**src/rtl/tx_fifo_scheduler.sv**
```systemverilog
// tx_fifo_scheduler: round-robin merge of two byte sources into a TX FIFO,
// and a read-side FSM that pops the FIFO head and launches a UART frame.
// Optional per-source accepted-byte counters: define TX_SCHED_STATS_EN.
module tx_fifo_scheduler #(
  parameter int unsigned DW = 8
) (
  input  logic          clk,
  input  logic          rst,
  input  logic          s0_valid,
  input  logic [DW-1:0] s0_data,
  output logic          s0_ready,
  input  logic          s1_valid,
  input  logic [DW-1:0] s1_data,
  output logic          s1_ready,
  output logic          fifo_wr,
  output logic [DW-1:0] fifo_wdata,
  input  logic          fifo_full,
  output logic          fifo_rd,
  input  logic [DW-1:0] fifo_rdata,
  input  logic          fifo_empty,
  output logic          tx_start,
  output logic [DW-1:0] tx_data,
  input  logic          tx_busy
`ifdef TX_SCHED_STATS_EN
  ,
  output logic [15:0]   cnt0,
  output logic [15:0]   cnt1
`endif
);

  typedef enum logic [1:0] {
    IDLE    = 2'd0,
    START   = 2'd1,
    WAIT_HI = 2'd2,
    WAIT_LO = 2'd3
  } state_e;

  state_e        state_q, state_d;
  logic          last_grant_q, last_grant_d;  // 1: source 1 was granted last
  logic [DW-1:0] tx_data_q, tx_data_d;
  logic          grant0, grant1;
  logic          pop;

  // Write-side arbiter: at most one grant, only when the FIFO has room
  always_comb begin
    grant0 = 1'b0;
    grant1 = 1'b0;
    if (!fifo_full) begin
      if (s0_valid && s1_valid) begin
        grant0 = last_grant_q;
        grant1 = !last_grant_q;
      end else if (s0_valid) begin
        grant0 = 1'b1;
      end else if (s1_valid) begin
        grant1 = 1'b1;
      end
    end
  end

  // Write-side outputs and last-grant update
  always_comb begin
    s0_ready     = grant0;
    s1_ready     = grant1;
    fifo_wr      = grant0 | grant1;
    fifo_wdata   = '0;
    last_grant_d = last_grant_q;
    if (grant0) begin
      fifo_wdata   = s0_data;
      last_grant_d = 1'b0;
    end else if (grant1) begin
      fifo_wdata   = s1_data;
      last_grant_d = 1'b1;
    end
  end

  // Registers; reset leaves source 0 winning the first tie
  always_ff @(posedge clk or posedge rst) begin
    if (rst) begin
      state_q      <= IDLE;
      last_grant_q <= 1'b1;
      tx_data_q    <= '0;
    end else begin
      state_q      <= state_d;
      last_grant_q <= last_grant_d;
      tx_data_q    <= tx_data_d;
    end
  end

  // Read-side next state: pop, launch, then follow the busy handshake
  always_comb begin
    state_d = state_q;
    unique case (state_q)
      IDLE:    if (!fifo_empty && !tx_busy) state_d = START;
      START:   state_d = WAIT_HI;
      WAIT_HI: if (tx_busy) state_d = WAIT_LO;
      WAIT_LO: if (!tx_busy) state_d = IDLE;
      default: state_d = IDLE;
    endcase
  end

  // Read-side outputs; the pop is held off while reset is asserted
  always_comb begin
    pop       = (state_q == IDLE) && !fifo_empty && !tx_busy && !rst;
    fifo_rd   = pop;
    tx_start  = (state_q == START);
    tx_data   = tx_data_q;
    tx_data_d = pop ? fifo_rdata : tx_data_q;
  end

`ifdef TX_SCHED_STATS_EN
  logic [15:0] cnt0_q, cnt0_d;
  logic [15:0] cnt1_q, cnt1_d;

  // Saturating accepted-byte counters
  always_comb begin
    cnt0_d = cnt0_q;
    cnt1_d = cnt1_q;
    if (grant0 && (cnt0_q != 16'hFFFF)) cnt0_d = cnt0_q + 16'd1;
    if (grant1 && (cnt1_q != 16'hFFFF)) cnt1_d = cnt1_q + 16'd1;
  end

  // Counter registers
  always_ff @(posedge clk or posedge rst) begin
    if (rst) begin
      cnt0_q <= '0;
      cnt1_q <= '0;
    end else begin
      cnt0_q <= cnt0_d;
      cnt1_q <= cnt1_d;
    end
  end

  assign cnt0 = cnt0_q;
  assign cnt1 = cnt1_q;
`endif

endmodule

```
**config.mk**
```make
export PLATFORM = sky130hd
export DESIGN_NAME = tx_fifo_scheduler
export DESIGN_NICKNAME = d
export VERILOG_FILES = /design/src/rtl/tx_fifo_scheduler.sv
export SDC_FILE = /design/constraint.sdc
export NUM_CORES = 1
export LEC_CHECK = 0
export BUFFER_PORTS_ARGS = -buffer_cell sky130_fd_sc_hd__buf_4
export CORE_MARGIN = 3
export CORE_UTILIZATION = 39
export CTS_BUF_LIST = sky130_fd_sc_hd__clkbuf_2
export DETAILED_ROUTE_END_ITERATION = 8
export GPL_ROUTABILITY_DRIVEN = 0
export PLACE_DENSITY = 0.9
export SLEW_MARGIN = 20
export SYNTH_ARGS = -nofsm -noshare
export SYNTH_HDL_FRONTEND = slang
export SYNTH_SLANG_ARGS = --single-unit
```
**constraint.sdc**
```tcl
create_clock -name clk -period 2.35 [get_ports clk]
set_input_delay 0.1175 -clock clk [delete_from_list [all_inputs] [get_ports clk]]
set_output_delay 0.1175 -clock clk [all_outputs]
set_load 0.02 [all_outputs]
```
== Word-level counts from Yosys, hierarchy flattened ==
Index checks and enable logic that the tools add are counted.
W data, S select, Z words.

* Word-level logic and storage cells: 37
* Register bits after elaboration: 11
* Output and inout bits: 21
* Bits of input ports: 31

* Reduce and logical (&&, ||, !) cells: 12
* Equality and inequality tests: 6
* Bitwise gates (word level): 1
* Multiplexer cells: 15

{| class="wikitable"
|+ Operators with widths
! cell !! count
|-
| $mux W8 || 2
|-
| $mux W1 || 9
|-
| $pmux W2 S4 || 1
|-
| $mux W2 || 3
|-
| $ne A2 B2 Y1 const B || 3
|-
| $logic_and A1 B1 Y1 || 5
|-
| $eq A2 B2 Y1 const B || 2
|-
| $logic_not A1 Y1 || 4
|-
| $reduce_and A3 Y1 || 1
|-
| $eq A2 B1 Y1 const B || 1
|-
| $logic_not A2 Y1 || 1
|-
| $reduce_bool A2 Y1 || 1
|-
| $or A1 B1 Y1 || 1
|}

== Longest topological paths before layout ==
Gate-level depths: netlist of the first run.

* Depth in word-level cells: 6
* Depth in mapped cells: 5
* Depth with buffers taken out: 5

== Least setup slack after synthesis of the first run ==
OpenSTA, ideal clock, no wires.

* Kind: register -> register
* Start: register state_q[0]
* End: register tx_data_q[0] (netlist: tx_data[0])
* Clock period less this slack: 1.887 ns
* Library setup time: 0.125 ns
* Path buffers: 0
* Path slack: 0.463 ns
* Stages on the path, launching flop included: 6
* Data required time: 2.225 ns
* Arrival: 1.762 ns
* Path through: dfrtp_1 -> inv_1 -> ha_1 -> inv_1 -> nor4_4 -> mux2_2

* Word-level cells in the longest chain between the ends: 4

{| class="wikitable"
|+ RTL lines
! what !! RTL line !! text
|-
| from (decl) || 38 || <nowiki>state_e state_q, state_d;</nowiki>
|-
| from (signal assigned) || 83 || <nowiki>state_q <= state_d;</nowiki>
|-
| $logic_not A2 Y1 || 103 || <nowiki>pop = (state_q == IDLE) && !fifo_empty && !tx_busy && !rst;</nowiki>
|-
| $logic_and A1 B1 Y1 (3 in series) || 103 ||
|-
| named net fifo_rd || 18 || <nowiki>output logic fifo_rd,</nowiki>
|-
| to (signal assigned) || 85 || <nowiki>tx_data_q <= tx_data_d;</nowiki>
|-
| to (decl) || 40 || <nowiki>logic [DW-1:0] tx_data_q, tx_data_d;</nowiki>
|}

The timed path passes the listed nets, and every way through them passes these cells.
A chain may end at the register's enable or synchronous reset.

== Worst setup path after layout of the first run ==
* Start: register state_q[0]
* End: output port fifo_rd

* Word-level cells in the longest chain between the ends: 4

{| class="wikitable"
|+ RTL lines
! what !! RTL line
|-
| $logic_not A2 Y1 || 103
|-
| $logic_and A1 B1 Y1 (3 in series) || 103
|-
| to (decl) || 18
|}

Every way passes these cells.

==> qor.yml, run 1 <==
run_status:
  status: "finished, final reports clean"
pwr:
  power_density_mw_per_mm2: 944
  p_int_uw: 603
  ir_drop_uv: 678
  p_clk_share_pct: 10.4
  power.share.sequential_pct: 33.7
  pwr-share-comb_pct: 55.8
  p_sw_uw: 393
  leakage_nw: 0.554
  switching_share_pct: 39.5
synthesis:
  netlist_area_um2: 623
  synth_area_leaders: "dfrtp_1 (40%), mux2_2 (16%), a22o_1 (11%)"
  synth.most_common_cell: "dfrtp_1"
  synth_cell_type_count: 16
  synth_area_per_cell_um2: 11.5
  synth_common_cells: "dfrtp_1 (10), mux2_2 (9), a22o_1 (8)"
  ys_warn_count: 0
  synthCells: 54
  synth_flop_cell: "dfrtp_1"
  synth_top_area_cell: "dfrtp_1"
  syn_nets: 89
  ys_ff_latch: 11
  synth_edf_count: 0
  async_reset_ff_share_pct: 100
  ys_seq_area_share_pct: 44.4
  yosys.area.top_type_share_pct: 40.2
route:
  dr.first_iter.drc_count: 2
  dr.pass1.iters: 3
  vias: 628
  drc: 0
  totalWireLength_mm: 1.86
  routedWlPerCell_um: 14.9
  antenna_left: 0
  vias_per_cell: 5.02
worst_setup_path:
  reg2reg_slack_ns: 0.41
  worstReg2RegEnd: "tx_data[0]$_DFFE_PP0P_"
  cp.arrival_ns: 1.93
  reg2reg_from: "state_q[0]$_DFFE_PP0P_"
  path_common_cell: "inv_1"
  cp_data_required_time_ns: 2.23
  crit_type: "reg2out"
  path_cells: "inv_1 -> ha_1 -> inv_1 -> nor4_4 -> buf_4"
  r2r_cells: 5
  path_max_fanout: 9
  critPathMaxStageDelay_ns: 0.61
  critPathSlowestCell: "nor4_4"
  cp-end-kind: "output port"
  start_kind: "flop"
floorplanning:
  fp.dieW_um: 46.0
  die_h_um: 46.0
  ioPinCount: 52
  fp.dieArea_mm2: 0.00211
  start_util_pct: 44.5
  core_area_mm2: 0.00140
  num_rows: 13
timing:
  finalHoldViolCount: 0
  fmax_ghz: 0.488
  fin_crit_ns: 2.05
  tns_ns: 0
  rsz0062_at_grt: "no"
  tightest_slew_ns: 0.790
  final-max-slew-violation-count: 0
  fin_ws_ns: 0.299
  skew_ns: 0.00651
  relSlewSlack_pct: 47.3
  finalSetupViolCount: 0
  fin_crit_sh_pct: 87.3
finish:
  n_antenna_cell: 0
  final_nets: 146
  post-route-util_pct: 75.4
  stdcell_count: 125
  syn2layout_area_growth_pct: 69.3
  drive_gt1_share_pct: 60.0
clock_tree:
  cts_root_buf: "clkbuf_2"
  numCtsBuffers: 3
  cts_sinks: 11
  clock_latency_ns: 0.25
  htreeDepth: 1
  cts_hold_buf: 1
  path_clk_slew_ns: 0.10
  cts_setup_buffers: 0
  post_cts_resized: 0
  cts_tree: "done"
  clock_path_buffers: 2
global_route:
  grt_overflow_total: 0
  antenna_found_initial: 0
  grt_pass1_vias: 628
  track_usage_pct: 18.3
  grt_max_degree: 12
  grt_pass1_wl_mm: 2.72
min_path:
  hold_path_depth: 2
  hold_end: "tx_data[3]$_DFFE_PP0P_"
  holdCritPathClass: "in2reg"
  hp-start: "fifo_rdata[3]"
place:
  pre_cts_ws_ns: 0.425
  post-dp-hpwl_mm: 1.55
  dp.cells: 120
  port_buffers: 51
run:
  drv_cap: 0
[worst max-delay path by stage]
stage	slack, ns	end	start
after global placement	0.52	tx_data[0]$_DFFE_PP0P_	state_q[0]$_DFFE_PP0P_
after CTS	0.28	fifo_rd	state_q[0]$_DFFE_PP0P_
after global routing	0.15	fifo_rd	state_q[0]$_DFFE_PP0P_
after floorplan	0.46	tx_data[0]$_DFFE_PP0P_	state_q[0]$_DFFE_PP0P_
final	0.30	fifo_rd	state_q[0]$_DFFE_PP0P_
after detailed placement	0.43	tx_data[2]$_DFFE_PP0P_	state_q[0]$_DFFE_PP0P_
[layout make-up]
class,instances,area [um2]
Multi-Input combinational cell,38,328
Sequential cell,11,277
Fill cell,108,344
Tap cell,15,18.8
Inverter,5,18.8
Clock buffer,4,20.0
Timing Repair Buffer,52,393
[cell usage in the layout, fill, tap and decap left out, drive strengths merged]
| cell | count |
|---|---|
| dfstp | 1 |
| mux2i | 1 |
| nand3 | 1 |
| nor2 | 3 |
| ha | 4 |
| nor4 | 1 |
| nand2 | 1 |
| nor3 | 1 |
| nand2b | 2 |
| inv | 5 |
| a21oi | 4 |
| mux2 | 9 |
| dfrtp | 10 |
| buf | 51 |
| dlygate4sd3 | 1 |
| o21ai | 2 |
| a22o | 8 |
| o211ai | 1 |
| clkbuf | 4 |
[per-stage QoR]
stage	hold WS (ns)	power (mW)	area, um2
final	0.0864	0.996	1050
after global routing	0.0618	1.07	1050
after CTS	0.0711	1.01	1050
after detailed placement	0.157	0.902	1020
after global placement	0.146	0.876	1020
after floorplan	-0.0308	0.664	623
[critical path: cells and delay by family (launching register included)]
family	cells	cell delay, ns
adder cells (fa/ha/maj)	1	0.20
buffers and inverters	3	0.46
flip-flops	1	0.42
AND/OR/NAND/NOR	1	0.61
[sequential cells by signal, indices dropped and copies added (netlist names)]
signal and flops:
state_q 2, tx_data 8, last_grant_q 1
[per-layer routing]
metal / wire (um) / up-vias / part of all wire (%) / global-route usage, %
met3: 83 / 4 / 4.5 / 5.93
met2: 1140 / 16 / 61 / 34.6
met5: 0 / - / 0 / 0
li1: - / 309 / - / -
met1: 611 / 299 / 33 / 17.4
met4: 23 / 0 / 1.2 / 7.95
[kinds of logic after synthesis]
logic type	share of synthesized area, %
AOI/OAI and AO/OA	17.3
DFF	44.4
muxes	17.9
and+or+nand+nor	9.44
buffers and inverters	3.01
adders and majority gates	8.03
[power groups by stage]
stage	clock [mW]	sequential, mW	combinational, mW
after floorplan	0	0.419	0.245
after global placement	0	0.337	0.540
after detailed placement	0	0.342	0.560
after CTS	0.109	0.337	0.563
after global routing	0.120	0.349	0.600
final	0.104	0.336	0.556
(Power assumes the default switching activity.)
==> run 2: changes to the inputs <==
- CORE_MARGIN: 3 -> default
- CORE_UTILIZATION: 39 -> 35
- PLACE_DENSITY: 0.9 -> 0.86
- clock period: 2.35 -> 1.7 ns (I/O delays scaled with it)
==> qor.yml, run 2 (synthesis results as in run 1) <==
run_status:
  status: "finished, final reports clean"
finish:
  largest_reg_flops: 8
  drive_gt1_share_pct: 63.7
  post-route-util_pct: 69.7
  final_nets: 149
  final_common_cell: "buf_4"
  n_antenna_cell: 0
  stdcell_count: 129
  syn2layout_area_growth_pct: 76.3
  layout_common_cells: "buf_4 (54), dfrtp_1 (10), a22o_1 (8)"
  design_area_mm2: 0.00110
worst_setup_path:
  cp.arrival_ns: 1.47
  critPathSlowestCell: "dfrtp_1"
  crit_type: "reg2out"
  cp-end-kind: "output port"
  start_kind: "flop"
  path_max_fanout: 9
  cp_data_required_time_ns: 1.62
  critPathMaxStageDelay_ns: 0.42
  critPathTopFamily: "buffers and inverters"
  cp_num_buf_inv: 4
  path_cells: "inv_1 -> ha_4 -> inv_2 -> nor4_4 -> buf_4 -> buf_4"
  path_common_cell: "buf_4"
route:
  dr.pass1.iters: 6
  dr.first_iter.drc_count: 10
  drc: 0
  antenna_left: 0
  vias: 623
  vias_per_cell: 4.83
  totalWireLength_mm: 1.77
  routedWlPerCell_um: 13.7
pwr:
  leakage_nw: 0.575
  ir_drop_uv: 850
  power_density_mw_per_mm2: 1290
  power_mw: 1.42
clock_tree:
  post_cts_resized: 0
  cts_sinks: 11
  cts_setup_buffers: 0
  clock_latency_ns: 0.24
  clock_path_buffers: 2
  htreeDepth: 1
  cts_hold_buf: 1
  cts_root_buf: "clkbuf_2"
  cts_tree: "done"
  path_clk_slew_ns: 0.10
  numCtsBuffers: 3
global_route:
  use_met1_pct: 23.3
  grt-busiest-layer: "met2"
  antenna_found_initial: 0
  grt_max_degree: 12
  grt_overflow_total: 0
  grt_use_met2_pct: 35.0
  grt_pass1_wl_mm: 2.79
  grt_pass1_vias: 632
  grtUsageMet3_pct: 4.08
  track_usage_pct: 20.0
min_path:
  holdCritPathClass: "in2reg"
floorplanning:
  num_rows: 14
  fp.dieW_um: 44.2
  die_h_um: 44.2
  ioPinCount: 52
  fp.dieArea_mm2: 0.00195
  core_area_mm2: 0.00158
  start_util_pct: 39.5
place:
  port_buffers: 51
  pre_cts_ws_ns: 0.171
  postPlaceCellArea_mm2: 0.00107
  post-dp-hpwl_mm: 1.46
  dp.cells: 124
timing:
  relSlewSlack_pct: 72.9
  fin_crit_ns: 1.55
  hold_ws_ns: 0.0665
  finalSetupViolCount: 0
  rsz0062_at_grt: "no"
  fmax_ghz: 0.643
  final-max-slew-violation-count: 0
  skew_ns: 0.00172
  tns_ns: 0
  tightest_slew_ns: 0.406
  finalHoldViolCount: 0
  fin_ws_ns: 0.146
  fin_crit_sh_pct: 91.4
run:
  drv_cap: 0
run 2: layout make-up:
| cell class | instances | area (um2) |
|---|---|---|
| fillers | 126 | 478 |
| repair buffers | 55 | 415 |
| multi-input cells | 38 | 348 |
| flip-flops and latches | 11 | 277 |
| clock buffers | 4 | 20.0 |
| well taps | 16 | 20.0 |
| inverters | 5 | 18.8 |
run 2: where the power goes:
part | switching [mW] | total, mW | internal (mW)
logic | 0.394 | 0.809 | 0.415
clock network | 0.0793 | 0.142 | 0.0625
registers | 0.0773 | 0.467 | 0.389
run 2: final timing paths:
check / start / to / slack [ns] / depth (start not counted)
max in group asynchronous: rst / last_grant_q$_DFFE_PP1P_ / 0.97 / 3
worst max register to register: state_q[1]$_DFFE_PP0P_ / tx_data[0]$_DFFE_PP0P_ / 0.18 / 6
worst max-delay path: state_q[1]$_DFFE_PP0P_ / fifo_rd / 0.15 / 6
worst min-delay path: fifo_rdata[5] / tx_data[5]$_DFFE_PP0P_ / 0.07 / 2
min in group asynchronous: rst / tx_data[1]$_DFFE_PP0P_ / 0.41 / 3
worst min register to register: last_grant_q$_DFFE_PP1P_ / last_grant_q$_DFFE_PP1P_ / 0.50 / 2
run 2: per-layer routing:
metal | up-vias | routed length (um)
met1 | 288 | 742
met3 | 2 | 53
met4 | 0 | 12
li1 | 318 | -
met5 | - | 0
met2 | 15 | 962
